==> config.mk <==
export PLATFORM = sky130hd
export DESIGN_NAME = serial_subtractor
export DESIGN_NICKNAME = d
export VERILOG_FILES = /design/src/rtl/serial_sub_pkg.sv /design/src/rtl/full_subtractor_bit.sv /design/src/rtl/serial_subtractor.sv
export SDC_FILE = /design/constraint.sdc
export NUM_CORES = 1
export LEC_CHECK = 0
export CAP_MARGIN = 15
export CORE_UTILIZATION = 45
export CTS_CLUSTER_SIZE = 40
export DETAILED_ROUTE_END_ITERATION = 8
export PLACE_DENSITY = 0.69
export SLEW_MARGIN = 15
export SYNTH_ARGS = -nofsm -noshare
export SYNTH_HDL_FRONTEND = slang
export SYNTH_HIERARCHICAL = 1
export SYNTH_SLANG_ARGS = --single-unit
export TNS_END_PERCENT = 100
==> constraint.sdc <==
create_clock -name clk -period 2.51 [get_ports clk]
set_clock_uncertainty 0.15 [all_clocks]
set_input_delay 0.502 -clock clk [delete_from_list [all_inputs] [get_ports clk]]
set_output_delay 0.502 -clock clk [all_outputs]
set_load 0.01 [all_outputs]
==> src/rtl/serial_sub_pkg.sv <==
// Shared definitions for the bit-serial subtractor and its helpers.
package serial_sub_pkg;

    // Default operand width, matching the existing 4-bit datapath
    localparam int DEFAULT_WIDTH = 4;

    // Sequencing states of the serial subtractor
    typedef enum logic [1:0] {
        IDLE  = 2'd0,
        SHIFT = 2'd1,
        DONE  = 2'd2
    } state_t;

endpackage

==> src/rtl/full_subtractor_bit.sv <==
// One-bit full subtractor: d = a - b - bin, with borrow-out.
// Kept standalone so a ripple subtractor can reuse it later.
module full_subtractor_bit (
    input  logic a,
    input  logic b,
    input  logic bin,
    output logic d,
    output logic bout
);

    // Difference bit and borrow generated/propagated by this position
    always_comb begin
        d    = a ^ b ^ bin;
        bout = (~a & b) | (~(a ^ b) & bin);
    end

endmodule

==> src/rtl/serial_subtractor.sv <==
// Bit-serial WIDTH-bit subtractor: D = A - B - Bin, LSB first, one bit per
// clock, with a start/busy/done handshake.
// Optional build macro SERIAL_SUB_OVF_EN adds a signed overflow output ovf.
module serial_subtractor
    import serial_sub_pkg::*;
#(
    parameter int WIDTH = DEFAULT_WIDTH
) (
    input  logic             clk,
    input  logic             reset_n,
    input  logic             start,
    input  logic [WIDTH-1:0] A,
    input  logic [WIDTH-1:0] B,
    input  logic             Bin,
    output logic             busy,
    output logic             done,
    output logic [WIDTH-1:0] D,
    output logic             Bout
`ifdef SERIAL_SUB_OVF_EN
   ,output logic             ovf
`endif
);

    localparam int CNT_W = $clog2(WIDTH + 1);
    localparam logic [CNT_W-1:0] LAST_BIT = CNT_W'(WIDTH - 1);

    state_t           state;
    logic [WIDTH-1:0] a_sh;
    logic [WIDTH-1:0] b_sh;
    logic [WIDTH-2:0] r_sh;    // bits produced so far, filled from the MSB side
    logic [WIDTH-1:0] r_full;  // result register after this cycle's bit enters
    logic             borrow;
    logic [CNT_W-1:0] cnt;
    logic             d_bit;
    logic             borrow_next;
`ifdef SERIAL_SUB_OVF_EN
    logic             a_msb;
    logic             b_msb;
`endif

    full_subtractor_bit u_bit (
        .a    (a_sh[0]),
        .b    (b_sh[0]),
        .bin  (borrow),
        .d    (d_bit),
        .bout (borrow_next)
    );

    // New difference bit enters at the top; after WIDTH shifts this is the result
    always_comb begin
        r_full = {d_bit, r_sh};
    end

    // Control FSM and serial datapath; D/Bout only change when the last bit lands
    always_ff @(posedge clk or negedge reset_n) begin
        if (!reset_n) begin
            state  <= IDLE;
            busy   <= 1'b0;
            done   <= 1'b0;
            D      <= '0;
            Bout   <= 1'b0;
            a_sh   <= '0;
            b_sh   <= '0;
            r_sh   <= '0;
            borrow <= 1'b0;
            cnt    <= '0;
`ifdef SERIAL_SUB_OVF_EN
            ovf    <= 1'b0;
            a_msb  <= 1'b0;
            b_msb  <= 1'b0;
`endif
        end else begin
            case (state)
                IDLE: begin
                    done <= 1'b0;
                    if (start) begin
                        a_sh   <= A;
                        b_sh   <= B;
                        borrow <= Bin;
                        r_sh   <= '0;
                        cnt    <= '0;
                        busy   <= 1'b1;
                        state  <= SHIFT;
`ifdef SERIAL_SUB_OVF_EN
                        a_msb  <= A[WIDTH-1];
                        b_msb  <= B[WIDTH-1];
`endif
                    end
                end
                SHIFT: begin
                    a_sh   <= a_sh >> 1;
                    b_sh   <= b_sh >> 1;
                    borrow <= borrow_next;
                    r_sh   <= r_full[WIDTH-1:1];
                    cnt    <= cnt + CNT_W'(1);
                    if (cnt == LAST_BIT) begin
                        D     <= r_full;
                        Bout  <= borrow_next;
                        done  <= 1'b1;
                        state <= DONE;
`ifdef SERIAL_SUB_OVF_EN
                        // Operand signs differ and result sign flipped away from A
                        ovf   <= (a_msb != b_msb) && (d_bit != a_msb);
`endif
                    end
                end
                DONE: begin
                    done  <= 1'b0;
                    busy  <= 1'b0;
                    state <= IDLE;
                end
                default: begin
                    done  <= 1'b0;
                    busy  <= 1'b0;
                    state <= IDLE;
                end
            endcase
        end
    end

endmodule

# Word level (Yosys, flattened, before mapping)
# Index checks and enable logic that the tools add are counted.
[op_classes]
n_reduce_logical = 6
eq_ne = 4
bitwise_logic = 8
n_mux = 16
addsub = 1
[op_table]
columns = ["operator", "count"]
rows = [
  ["4-bit case mux with 2 select lines", 2],
  ["3-bit case mux with 2 select lines", 2],
  ["4-bit two-way mux", 2],
  ["2-bit AND reduction", 4],
  ["1-bit two-way mux", 4],
  ["2-bit two-way mux", 2],
  ["2-bit != test, second input constant", 2],
  ["1-bit case mux with 2 select lines", 2],
  ["2-bit case mux with 2 select lines", 1],
  ["3-bit by 1-bit adder with 3-bit output, second input constant", 1],
  ["3-bit by 2-bit == test with 1-bit output, second input constant", 1],
  ["3-bit two-way mux", 1],
  ["1-bit NOT", 3],
  ["1-bit AND", 2],
  ["2-bit by 1-bit == test with 1-bit output, second input constant", 1],
  ["2-bit zero test", 1],
  ["2-bit nonzero test", 1],
  ["1-bit XOR", 2],
  ["1-bit bitwise OR", 1],
]
[totals]
word_cells = 45
inputBits = 12
register_bits = 24
out_inout_bits = 7

# Longest topological paths before layout
[logic_depth]
depth_word = 5
depth_mapped = 5
depth_no_buf = 5

# Modules after synthesis
# The synthesis kept the hierarchy.
[modules_own_cells]
columns = ["mod", "cells_each", "area_each_um2", "n_inst", "seq_area_each_um2"]
rows = [
  ["serial_subtractor", 85, 1157.4, 1, 600.6],
  ["full_subtractor_bit", 4, 31.3, 1, 0.0],
]

# Least setup slack after synthesis
# OpenSTA, ideal clock, no wires.
[synth_timing]
kind = "reg2reg"
startpoint = "register cnt[0]"
endpoint = "register Bout"
setup_time_ns = 0.128
period_less_slack_ns = 1.476
n_path_buf = 0
slack_ns = 1.034
arrival_ns = 1.199
required_time_ns = 2.232
path_stages_with_launch = 5
cell_sequence = "dfrtp_1 ha_1 ha_1 nand3b_4 mux2_1"
[synth_between]
elab_chain_len = 2
[synth_lines]
columns = ["element", "line", "text"]
rows = [
  ["start: declaration", "serial_subtractor.sv:33", "logic [CNT_W-1:0] cnt;"],
  ["start signal: assignment", "serial_subtractor.sv:95", "cnt <= cnt + CNT_W'(1);"],
  ["3-bit by 2-bit == test with 1-bit output", "serial_subtractor.sv:96", "if (cnt == LAST_BIT) begin"],
  ["2-bit AND reduction (no source line)", "--", ""],
  ["end signal: assignment", "serial_subtractor.sv:98", "Bout <= borrow_next;"],
  ["end: declaration", "serial_subtractor.sv:18", "output logic Bout"],
]
# Every way passes these cells.
# A chain may end at the register's enable or synchronous reset.

# Final worst setup path
[layout_timing]
startpoint = "register Bout"
endpoint = "output port Bout"
# No word-level cell between the ends.

==> metrics.txt <==
FF-to-FF path depth 2; outcome completed; Static Leak 0.6385 nW; nature of the critical path endpoint primary output; Distinct cells, synth 21; initial antenna violation count 0; Synth Warn # 6; CP bufs+invs 1; HP Class flip-flop to flip-flop; CP cell instances clkdlybuf4s50_1; num rows 18; first-pass GRT wire length 3381 µm; hold depth 1; deepest clock path buffer count 2; share of cells above drive strength 1 0.1792; worst path arrival time 1240 ps; Synth Instances 89; Tightest Pin Transition 692.3 ps; largest net degree at the start of global routing 25; PnR Total Power 1.593 mW; Tmin final 1889 ps; max cap viols 0; Routed WL 1977 µm; wire length per cell 14.54 µm; post-route cell area 1386 µm²; kind of critical path flip-flop to primary output; worst vdd ir 578.5 µV; post-cts resize count 0; Critical Path RT 1860 ps; Area growth syn-to-layout 16.63%; DRC viols 0; Core Area 2477 µm²; Die X 53.40 µm; CTS buffer count 3; vias per cell 5.426; Reg clk slew, reported paths 130 ps; vias in the first global route 727; beginning of the worst hold path done$_DFFE_PN0P_; slowest stage cell, crit path clkdlybuf4s50_1; worst r2r src state[0]$_DFFE_PN0P_; fin crit share 0.7526; CP delay by family, top buffers and inverters; Post-CTS Hold Buffers 0; PD cells 1149 nW/µm²; Iter 0 DRT Violations 4; Skew-Pair Late Insertion Delay 310 ps; CTS tree done; synthesized area 1189 µm²; post-DP HPWL 1419 µm; CTS HTree Levels 1; setup TNS 0 ps; RR Endpoint cnt[0]$_DFFE_PN0P_; fin nets 123; clock sink count 24; Die H 53.40 µm; port bufs 18; fillers 228; # IOs 19; ant diodes 0; Root Buffer Master clkbuf_4; die area 2851 µm²; RePlAce Congestion 0.7346; final setup fails 0; setup repair bufs after CTS 0; maximum fanout along the worst path 2; startpoint type of the worst setup path flip-flop; Endpoint, Worst Hold done$_DFFE_PN0P_; endpoints failing hold 0; Via Count 738; Seq/Total Area, Yosys 0.5053; CP max stage delay 540 ps; Syn Nets 104; Slew HR 0.5385; Initial Util 0.4798; Yosys reg bits 24; Detail Route Antenna Nets 0; placed inst area 1364 µm²; Avg Cell Area, Syn 13.36 µm²; WP depth 1; Max Slew Vio Count 0; Initial DRT Pass Iterations 4; Fmax achieved 529.4 MHz; reg2reg setup slack 830 ps; RSZ-0062 raised after global routing no; GRT Residual Overflow 0; Tot GR Track Use 0.1726
==> worst max-delay path by stage <==
stage                       start            endpoint  slack (ps)
3_5_place_dp                start  cnt[0]$_DFFE_PN0P_         500
3_3_place_gp                start  cnt[0]$_DFFE_PN0P_         550
6_report         Bout$_DFFE_PN0P_                Bout         620
2_1_floorplan  cnt[0]$_DFFE_PN0P_    Bout$_DFFE_PN0P_        1030
5_1_grt          D[1]$_DFFE_PN0P_                D[1]         570
4_1_cts          Bout$_DFFE_PN0P_                Bout         610
==> report_power, final <==
part	internal [mW]	leakage [nW]	switching (mW)
Combinational	0.395	0.331	0.310
Clock	0.0560	0.0138	0.111
Sequential	0.564	0.294	0.157
Total	1.02	0.638	0.578
==> worst register-to-register path, delay by kind of cell (launching register included) <==
family          cells  cell delay (ps)
compound gates      1              290
flops               1              810
mux                 1              340
==> metrics by stage <==
| step | hold slack (ps) | instances | utilization | setup slack [ps] |
|---|---|---|---|---|
| floorplan | 56.41 | 89 | - | 1034 |
| global placement | 316.1 | 133 | 0.5505 | 545.6 |
| detailed placement | 322.1 | 133 | 0.5505 | 502.5 |
| CTS | 349.9 | 136 | 0.5596 | 608.1 |
| global route | 386.0 | 136 | 0.5596 | 565.5 |
| finish | 342.5 | 136 | 0.5596 | 620.9 |
==> cells in the final DEF, fill, tap and decap left out <==
cell              n
nand3b_4          1
a22o_1            7
o21bai_4          1
a221oi_1          2
nor3b_1           6
nor4b_1           2
buf_4             2
a211oi_2          5
inv_1            15
clkdlybuf4s50_1  18
clkbuf_4          3
mux2_2            1
nor4b_2           5
nor2b_4           1
ha_1              2
fa_1              1
a21oi_1           2
mux2_1            5
nand2b_1          2
dfrtp_1          24
o21a_1            1
==> cells by family after synthesis <==
kind of cell,after synthesis,synth area share
flops,24,0.5053
buf+inv,21,0.09578
compound gates,18,0.1495
simple gates,17,0.1547
mux,6,0.05684
fa+ha+maj,3,0.03789
==> routing by layer <==
layer  routed length, µm  vias up  track usage
met3                  69        2      0.02586
met2                 999       21       0.2917
met1                 893      364       0.2134
met5                   0        -            0
met4                  14        0      0.07895
li1                    -      351            -
==> registers in the layout (all words and copies together) (netlist names) <==
signal	cells
Bout	1
b_sh	4
busy	1
r_sh	3
state	2
cnt	3
D	4
borrow	1
done	1
a_sh	4
==> cells in the mapped netlist <==
master	instances	share of area
a21oi_1	2	0.0084
a211oi_2	5	0.053
nor4b_2	5	0.063
mux2_2	1	0.0095
a221oi_1	2	0.015
o21a_1	1	0.0063
nand2b_1	2	0.011
nand3b_4	1	0.017
nor4b_1	2	0.015
o21bai_4	1	0.016
dfrtp_1	24	0.51
buf_2	1	0.0042
nor2b_4	1	0.012
inv_1	15	0.047
ha_1	2	0.021
mux2_1	5	0.047
nor3b_1	6	0.038
buf_4	1	0.0063
fa_1	1	0.017
buf_6	4	0.038
a22o_1	7	0.052
==> cell type report <==
| class | count | area, µm² | area share |
|---|---|---|---|
| multi-input combinational | 44 | 474.2 | 0.3421 |
| inverter | 15 | 56.30 | 0.04061 |
| clock buffer | 3 | 22.52 | 0.01625 |
| tap | 30 | 37.54 | 0.02708 |
| timing repair buffer | 20 | 195.2 | 0.1408 |
| sequential | 24 | 600.6 | 0.4332 |
Power figures use the tool's default switching activity.
